File: config.mk
export PLATFORM = sky130hd
export DESIGN_NAME = irq_responder
export DESIGN_NICKNAME = d
export VERILOG_FILES = /design/src/rtl/irq_pkg.sv /design/src/rtl/irq_pending_slot.sv /design/src/rtl/irq_responder.sv
export SDC_FILE = /design/constraint.sdc
export NUM_CORES = 1
export LEC_CHECK = 0
export ABC_AREA = 0
export CORE_ASPECT_RATIO = 1.4
export CORE_MARGIN = 5
export CORE_UTILIZATION = 30
export DETAILED_ROUTE_END_ITERATION = 10
export PLACE_DENSITY = 0.65
export SYNTH_ARGS = -nofsm -noshare
export SYNTH_HDL_FRONTEND = slang
export SYNTH_HIERARCHICAL = 1
export SYNTH_SLANG_ARGS = --single-unit
File: constraint.sdc
create_clock -name clk -period 2.56 [get_ports clk]
set_clock_uncertainty 0.2 [all_clocks]
set_input_delay 0.512 -clock clk [delete_from_list [all_inputs] [get_ports clk]]
set_output_delay 0.512 -clock clk [all_outputs]
set_load 0.02 [all_outputs]
File: src/rtl/irq_pkg.sv
// Shared definitions for the interrupt responder.
// Contents: handler-sequencing state enum, code/mask widths, default vector
// table placement, and the vector-address helper used by the top level.
package irq_pkg;

    localparam int          IRQ_CODE_W    = 3;
    localparam int          MASK_W        = 7;
    localparam int          ADDR_W_DEF    = 15;
    localparam logic [14:0] VEC_BASE_DEF  = 15'h0010;
    localparam int unsigned VEC_SHIFT_DEF = 2;

    typedef enum logic [2:0] {
        IDLE  = 3'd0,
        PEND  = 3'd1,
        ENTER = 3'd2,
        ISR   = 3'd3,
        LEAVE = 3'd4
    } irq_state_e;

    // Vector = base + (code << shift). Computed at 32 bits; the caller
    // truncates to its address width, which gives the modulo-2^ADDR_W wrap.
    function automatic logic [31:0] vec_addr(input logic [31:0]           base,
                                             input logic [IRQ_CODE_W-1:0] code,
                                             input int unsigned           shift);
        logic [31:0] offset;
        offset = {29'd0, code} << shift;
        return base + offset;
    endfunction

endpackage

File: src/rtl/irq_pending_slot.sv
// One-entry pending-interrupt slot.
// Ports:
//   clk, rst        clock and synchronous active-high reset
//   code_i          incoming code from the queue (nonzero = valid this cycle)
//   free_i          the held code is being taken by the handler this cycle
//   valid_o/code_o  registered slot contents
//   valid_next_o    slot valid in the next cycle (lets the FSM leave IDLE/LEAVE
//                   in step with a capture)
//   overflow_o      sticky: a code arrived while the slot was occupied
module irq_pending_slot
    import irq_pkg::*;
(
    input  logic                  clk,
    input  logic                  rst,
    input  logic [IRQ_CODE_W-1:0] code_i,
    input  logic                  free_i,
    output logic                  valid_o,
    output logic [IRQ_CODE_W-1:0] code_o,
    output logic                  valid_next_o,
    output logic                  overflow_o
);

    logic                  valid_q, valid_d;
    logic [IRQ_CODE_W-1:0] code_q, code_d;
    logic                  ovf_q, ovf_d;
    logic                  open_s;
    logic                  arrive_s;

    // Capture, free and overflow decisions for the next cycle.
    always_comb begin
        arrive_s = (code_i != 3'd0);
        // Freeing and arriving in the same cycle counts as an empty slot.
        open_s   = ~valid_q | free_i;
        if (arrive_s && open_s) begin
            valid_d = 1'b1;
            code_d  = code_i;
        end else if (free_i) begin
            valid_d = 1'b0;
            code_d  = 3'd0;
        end else begin
            valid_d = valid_q;
            code_d  = code_q;
        end
        ovf_d = ovf_q | (arrive_s & ~open_s);
    end

    // Slot registers.
    always_ff @(posedge clk) begin
        if (rst) begin
            valid_q <= 1'b0;
            code_q  <= 3'd0;
            ovf_q   <= 1'b0;
        end else begin
            valid_q <= valid_d;
            code_q  <= code_d;
            ovf_q   <= ovf_d;
        end
    end

    assign valid_o      = valid_q;
    assign code_o       = code_q;
    assign valid_next_o = valid_d;
    assign overflow_o   = ovf_q;

endmodule

File: src/rtl/irq_responder.sv
// Core-side interrupt responder: holds one pending code, redirects fetch to
// its vector at an instruction boundary when enabled and unmasked, saves the
// return address, and on reti redirects back and pulses eirq to the queue.
// Ports:
//   clk, rst                clock, synchronous active-high reset
//   irq1..irq3              code bits 0..2 from the queue
//   pc                      address of the next instruction
//   boundary, reti          core status strobes
//   ie_set, ie_clr          global enable control (clear wins)
//   mask_we, mask_in        per-code enable mask write
//   redirect, redirect_addr fetch redirect strobe and target (registered)
//   eirq                    end-of-interrupt pulse (registered)
//   in_isr, irq_num         handler active and its code (registered)
//   overflow                sticky pending-slot overflow
module irq_responder
    import irq_pkg::*;
#(
    parameter int                 ADDR_W    = ADDR_W_DEF,
    parameter logic [ADDR_W-1:0]  VEC_BASE  = VEC_BASE_DEF,
    parameter int unsigned        VEC_SHIFT = VEC_SHIFT_DEF
) (
    input  logic              clk,
    input  logic              rst,
    input  logic              irq1,
    input  logic              irq2,
    input  logic              irq3,
    input  logic [ADDR_W-1:0] pc,
    input  logic              boundary,
    input  logic              reti,
    input  logic              ie_set,
    input  logic              ie_clr,
    input  logic              mask_we,
    input  logic [MASK_W-1:0] mask_in,
    output logic              redirect,
    output logic [ADDR_W-1:0] redirect_addr,
    output logic              eirq,
    output logic              in_isr,
    output logic [2:0]        irq_num,
    output logic              overflow
);

    irq_state_e            state_q, state_d;
    logic                  ie_q, ie_d;
    logic [MASK_W-1:0]     mask_q, mask_d;
    logic [ADDR_W-1:0]     saved_pc_q, saved_pc_d;

    logic                  redirect_q, redirect_d;
    logic [ADDR_W-1:0]     addr_q, addr_d;
    logic                  eirq_q, eirq_d;
    logic                  in_isr_q, in_isr_d;
    logic [2:0]            irq_num_q, irq_num_d;

    logic                  slot_valid_s;
    logic                  slot_valid_next_s;
    logic [IRQ_CODE_W-1:0] slot_code_s;
    logic                  take_s;
    logic                  leave_s;
    logic [ADDR_W-1:0]     vector_s;

    irq_pending_slot u_slot (
        .clk          (clk),
        .rst          (rst),
        .code_i       ({irq3, irq2, irq1}),
        .free_i       (take_s),
        .valid_o      (slot_valid_s),
        .code_o       (slot_code_s),
        .valid_next_o (slot_valid_next_s),
        .overflow_o   (overflow)
    );

    // Entry/exit qualifiers and the vector for the held code.
    always_comb begin
        // In PEND the slot is always valid, so code-1 indexes bits 0..6.
        take_s   = (state_q == PEND) & slot_valid_s & boundary & ie_q
                 & mask_q[slot_code_s - 3'd1];
        leave_s  = (state_q == ISR) & reti;
        vector_s = ADDR_W'(vec_addr(32'(VEC_BASE), slot_code_s, VEC_SHIFT));
    end

    // FSM state register.
    always_ff @(posedge clk) begin
        if (rst) begin
            state_q <= IDLE;
        end else begin
            state_q <= state_d;
        end
    end

    // FSM next-state logic.
    always_comb begin
        state_d = state_q;
        case (state_q)
            IDLE:    state_d = slot_valid_next_s ? PEND : IDLE;
            PEND:    state_d = take_s ? ENTER : PEND;
            ENTER:   state_d = ISR;
            ISR:     state_d = leave_s ? LEAVE : ISR;
            LEAVE:   state_d = slot_valid_next_s ? PEND : IDLE;
            default: state_d = IDLE;
        endcase
    end

    // FSM output logic: next values of the registered outputs.
    always_comb begin
        redirect_d = 1'b0;
        addr_d     = {ADDR_W{1'b0}};
        eirq_d     = 1'b0;
        in_isr_d   = in_isr_q;
        irq_num_d  = irq_num_q;
        if (take_s) begin
            redirect_d = 1'b1;
            addr_d     = vector_s;
            in_isr_d   = 1'b1;
            irq_num_d  = slot_code_s;
        end else if (leave_s) begin
            redirect_d = 1'b1;
            addr_d     = saved_pc_q;
            eirq_d     = 1'b1;
            in_isr_d   = 1'b0;
            irq_num_d  = 3'd0;
        end else begin
            in_isr_d   = in_isr_q;
            irq_num_d  = irq_num_q;
        end
    end

    // Next values of enable, mask and return address.
    always_comb begin
        if (ie_clr) begin
            ie_d = 1'b0;
        end else if (ie_set) begin
            ie_d = 1'b1;
        end else begin
            ie_d = ie_q;
        end
        mask_d     = mask_we ? mask_in : mask_q;
        saved_pc_d = take_s ? pc : saved_pc_q;
    end

    // Control and output registers.
    always_ff @(posedge clk) begin
        if (rst) begin
            ie_q       <= 1'b0;
            mask_q     <= 7'h7F;
            saved_pc_q <= {ADDR_W{1'b0}};
            redirect_q <= 1'b0;
            addr_q     <= {ADDR_W{1'b0}};
            eirq_q     <= 1'b0;
            in_isr_q   <= 1'b0;
            irq_num_q  <= 3'd0;
        end else begin
            ie_q       <= ie_d;
            mask_q     <= mask_d;
            saved_pc_q <= saved_pc_d;
            redirect_q <= redirect_d;
            addr_q     <= addr_d;
            eirq_q     <= eirq_d;
            in_isr_q   <= in_isr_d;
            irq_num_q  <= irq_num_d;
        end
    end

    assign redirect      = redirect_q;
    assign redirect_addr = addr_q;
    assign eirq          = eirq_q;
    assign in_isr        = in_isr_q;
    assign irq_num       = irq_num_q;

endmodule

==> results.json <==
{
  "r2r_cells": 10,
  "ys_warn_count": 6,
  "first_pass_iters": 4,
  "antenna_left": 0,
  "boundaryPins": 54,
  "cts_tree": "built",
  "ff2ff_setup_slack_ns": 0.18,
  "max_stage_delay_ns": 0.37,
  "row_count": 35,
  "grt_pass1_vias": 1637,
  "antenna_found_initial": 0,
  "rsz0062_at_grt": "no",
  "syn_nets": 231,
  "synth_top_area_cell": "dfxtp_1",
  "fin_crit_ns": 2.38,
  "syn_inst": 198,
  "wl_per_cell_um": 14.3,
  "min_path_cells": 1,
  "clock-sinks": 52,
  "drt-initial-drc-count": 109,
  "port-buffer-count": 53,
  "fin_ws_ns": 0.178,
  "gp_congestion": 0.720,
  "hold-path-endpoint": "redirect_addr[13]",
  "slew_headroom_pct": 73.2,
  "grt-ovfl-total": 0,
  "arrival_ns": 2.42,
  "syn-cell-area_um2": 2010,
  "die_h_um": 107,
  "fmax_ghz": 0.420,
  "die_x_um": 79.2,
  "drive_gt1_share_pct": 13.8,
  "drv_slew": 0,
  "cts_buffers": 5,
  "fin_crit_sh_pct": 93.0,
  "synth-edff-count": 0,
  "async_flop_share_pct": 0,
  "rr_startpoint": "u_slot/code_o[1]",
  "route.detailed.drc": 0,
  "ir_worst_vdd_mv": 0.208,
  "antennaDiodeCount": 0,
  "initial_core_util_pct": 30.6,
  "total_power_mw": 1.53,
  "clockBufferDepth": 2,
  "num-nets-final": 292,
  "htreeDepth": 2,
  "grt_max_degree": 18,
  "worstMarginPinSlew_ns": 0.399,
  "core_um2": 6570,
  "hp-class": "flip-flop to flip-flop",
  "crit_path_max_fanout": 8,
  "avgSynthCellArea_um2": 10.1,
  "die-area_um2": 8460,
  "grtUsageTotal_pct": 11.3,
  "grt_pass1_wl_mm": 7.66,
  "dpl_worst_slack_ns": 0.124,
  "worstHoldStart": "saved_pc_q[13]",
  "critPathRequiredTime_ns": 2.60,
  "synthTopCellsByArea": "dfxtp_1 52%, o31ai_1 4.9%, nand4_1 4.4%",
  "wl_mm": 4.77,
  "vias": 1682,
  "fillers": 644,
  "tns_ns": 0,
  "area_growth_pct": 37.9,
  "insertion_delay_ns": 0.30,
  "synth_ff_type": "dfxtp_1",
  "synth_top_area_share_pct": 51.8,
  "p_leak_nw": 1.04,
  "holdBufCountCts": 0,
  "slowest_stage": "a221o_2",
  "cp-start-kind": "flip-flop",
  "maxCapViolations": 0,
  "worstPathCellList": "inv_1 -> ha_2 -> mux2_2 -> a221o_2 -> nand3_4 -> inv_4 -> nand2b_1 -> nand2_1 -> a21oi_1 -> o22ai_1",
  "clkTransAtPathRegs_ns": 0.09,
  "status": "complete, no violations",
  "hpwl_mm": 3.56,
  "synth.ff_latch_count": 52,
  "hold_viol": 0,
  "path_class": "flip-flop to flip-flop",
  "ys_seq_area_share_pct": 51.8,
  "setup_viol": 0,
  "powerDensity_nw_per_um2": 551,
  "cts-root-buf": "clkbuf_8",
  "endpoint_kind": "flip-flop",
  "yosys.cell_types.count": 45,
  "vias_per_cell": 5.04,
  "timing.rr.end": "state_q[0]"
}
## worst max-delay path: cells and delay by family, from the launching register on
| kind | cells | cell delay, ns |
|---|---|---|
| adders and majority gates | 1 | 0.36 |
| buffers and inverters | 2 | 0.11 |
| DFF | 1 | 0.34 |
| AOI/OAI and AO/OA | 3 | 0.56 |
| and+or+nand+nor | 3 | 0.39 |
| muxes | 1 | 0.36 |
## logic make-up (layout without fill, tap and decap cells)
group / count (synthesis) / count (layout) / synth area share (%)
muxes: 10 / 10 / 5.92
and+or+nand+nor: 64 / 64 / 18.6
AOI/OAI and AO/OA: 50 / 50 / 18.0
xor gates and xnor gates: 1 / 1 / 0.436
buffers and inverters: 20 / 82 / 4.67
DFF: 52 / 52 / 51.8
adders and majority gates: 1 / 1 / 0.623
## where the power goes
part | internal, mW | switching [mW]
Sequential | 0.827 | 0.0128
Combinational | 0.103 | 0.112
Clock | 0.220 | 0.251
Total | 1.15 | 0.376
## worst max-delay path by stage
stage / startpoint / to / slack, ns / cells past startpoint
after detailed placement: u_slot/code_o[1] / state_q[0] / 0.12 / 10
after floorplan: u_slot/code_o[0] / state_q[0] / 0.11 / 10
final: u_slot/code_o[1] / state_q[0] / 0.18 / 10
after CTS: u_slot/code_o[1] / state_q[0] / 0.11 / 10
after global placement: u_slot/code_o[1] / state_q[0] / 0.19 / 10
after global routing: u_slot/code_o[1] / state_q[0] / 0.02 / 10
## flip-flops by register name, summed over array words and instances, names as in the netlist
| name | flops |
|---|---|
| saved_pc_q | 15 |
| ie_q | 1 |
| u_slot/overflow_o | 1 |
| state_q | 3 |
| irq_num | 3 |
| redirect_addr | 15 |
| eirq | 1 |
| in_isr | 1 |
| u_slot/valid_o | 1 |
| redirect | 1 |
| u_slot/code_o | 3 |
| mask_q | 7 |
## cell type report
class                      instances  area (um^2)  share of cell area [%]
clock inverter                     1         7.51                   0.271
tap                               74         92.6                    3.34
clock buffer                       7         86.3                    3.12
multi-input combinational        126          877                    31.7
sequential                        52         1040                    37.6
inverter                           7         28.8                    1.04
timing repair buffer              67          636                    22.9
## Yosys cell counts, types with 2 or more instances
library cell	instances
dfxtp_1	52
nor4_1	2
nand2b_1	5
o31ai_1	13
o22ai_1	2
a31o_2	2
mux2i_1	7
buf_2	3
a41o_1	2
and2b_1	2
nor2b_1	3
a21oi_1	17
clkbuf_1	7
nand4_1	14
a31oi_1	2
o32ai_1	4
nor2_1	6
inv_1	5
nand2_1	14
and2_1	11
## cell usage in the layout, fill, tap and decap left out, types with 2 or more instances in the layout
| cell | count |
|---|---|
| nand4_1 | 14 |
| nand2b_1 | 5 |
| nor4_1 | 2 |
| and2_1 | 11 |
| a31oi_1 | 2 |
| a41o_1 | 2 |
| clkdlybuf4s50_1 | 53 |
| dfxtp_1 | 51 |
| nor2_1 | 6 |
| a21oi_1 | 17 |
| clkbuf_8 | 6 |
| o31ai_1 | 13 |
| inv_1 | 5 |
| buf_4 | 14 |
| o22ai_1 | 2 |
| and2b_1 | 2 |
| nand2_1 | 14 |
| o32ai_1 | 4 |
| nor2b_1 | 3 |
| a31o_2 | 2 |
| mux2i_1 | 7 |
## timing repair
item,4_1_cts,5_1_grt
endpoints found under the setup margin,0,2
buffers inserted,0,2
gates resized for setup,0,2
## stage by stage
step	hold slack (ns)	instances	utilization (%)	cell area (um^2)
5_1_grt	0.289	334	42.2	2770
3_5_place_dp	0.243	324	40.5	2660
4_1_cts	0.264	332	41.9	2750
3_3_place_gp	0.235	324	40.5	2660
6_report	0.261	334	42.2	2770
2_1_floorplan	0.227	198	-	2010
## per-layer routing
metal | part of all wire, % | wire length, um | vias to the layer above | GRT usage, %
li1 | - | - | 841 | -
met1 | 43 | 2040 | 786 | 13.5
met2 | 50 | 2410 | 49 | 19.5
met3 | 5.2 | 250 | 6 | 2.35
met4 | 1.6 | 75 | 0 | 4.79
met5 | 0 | 0 | - | 0
No activity file was read; power rests on OpenSTA's default activity.
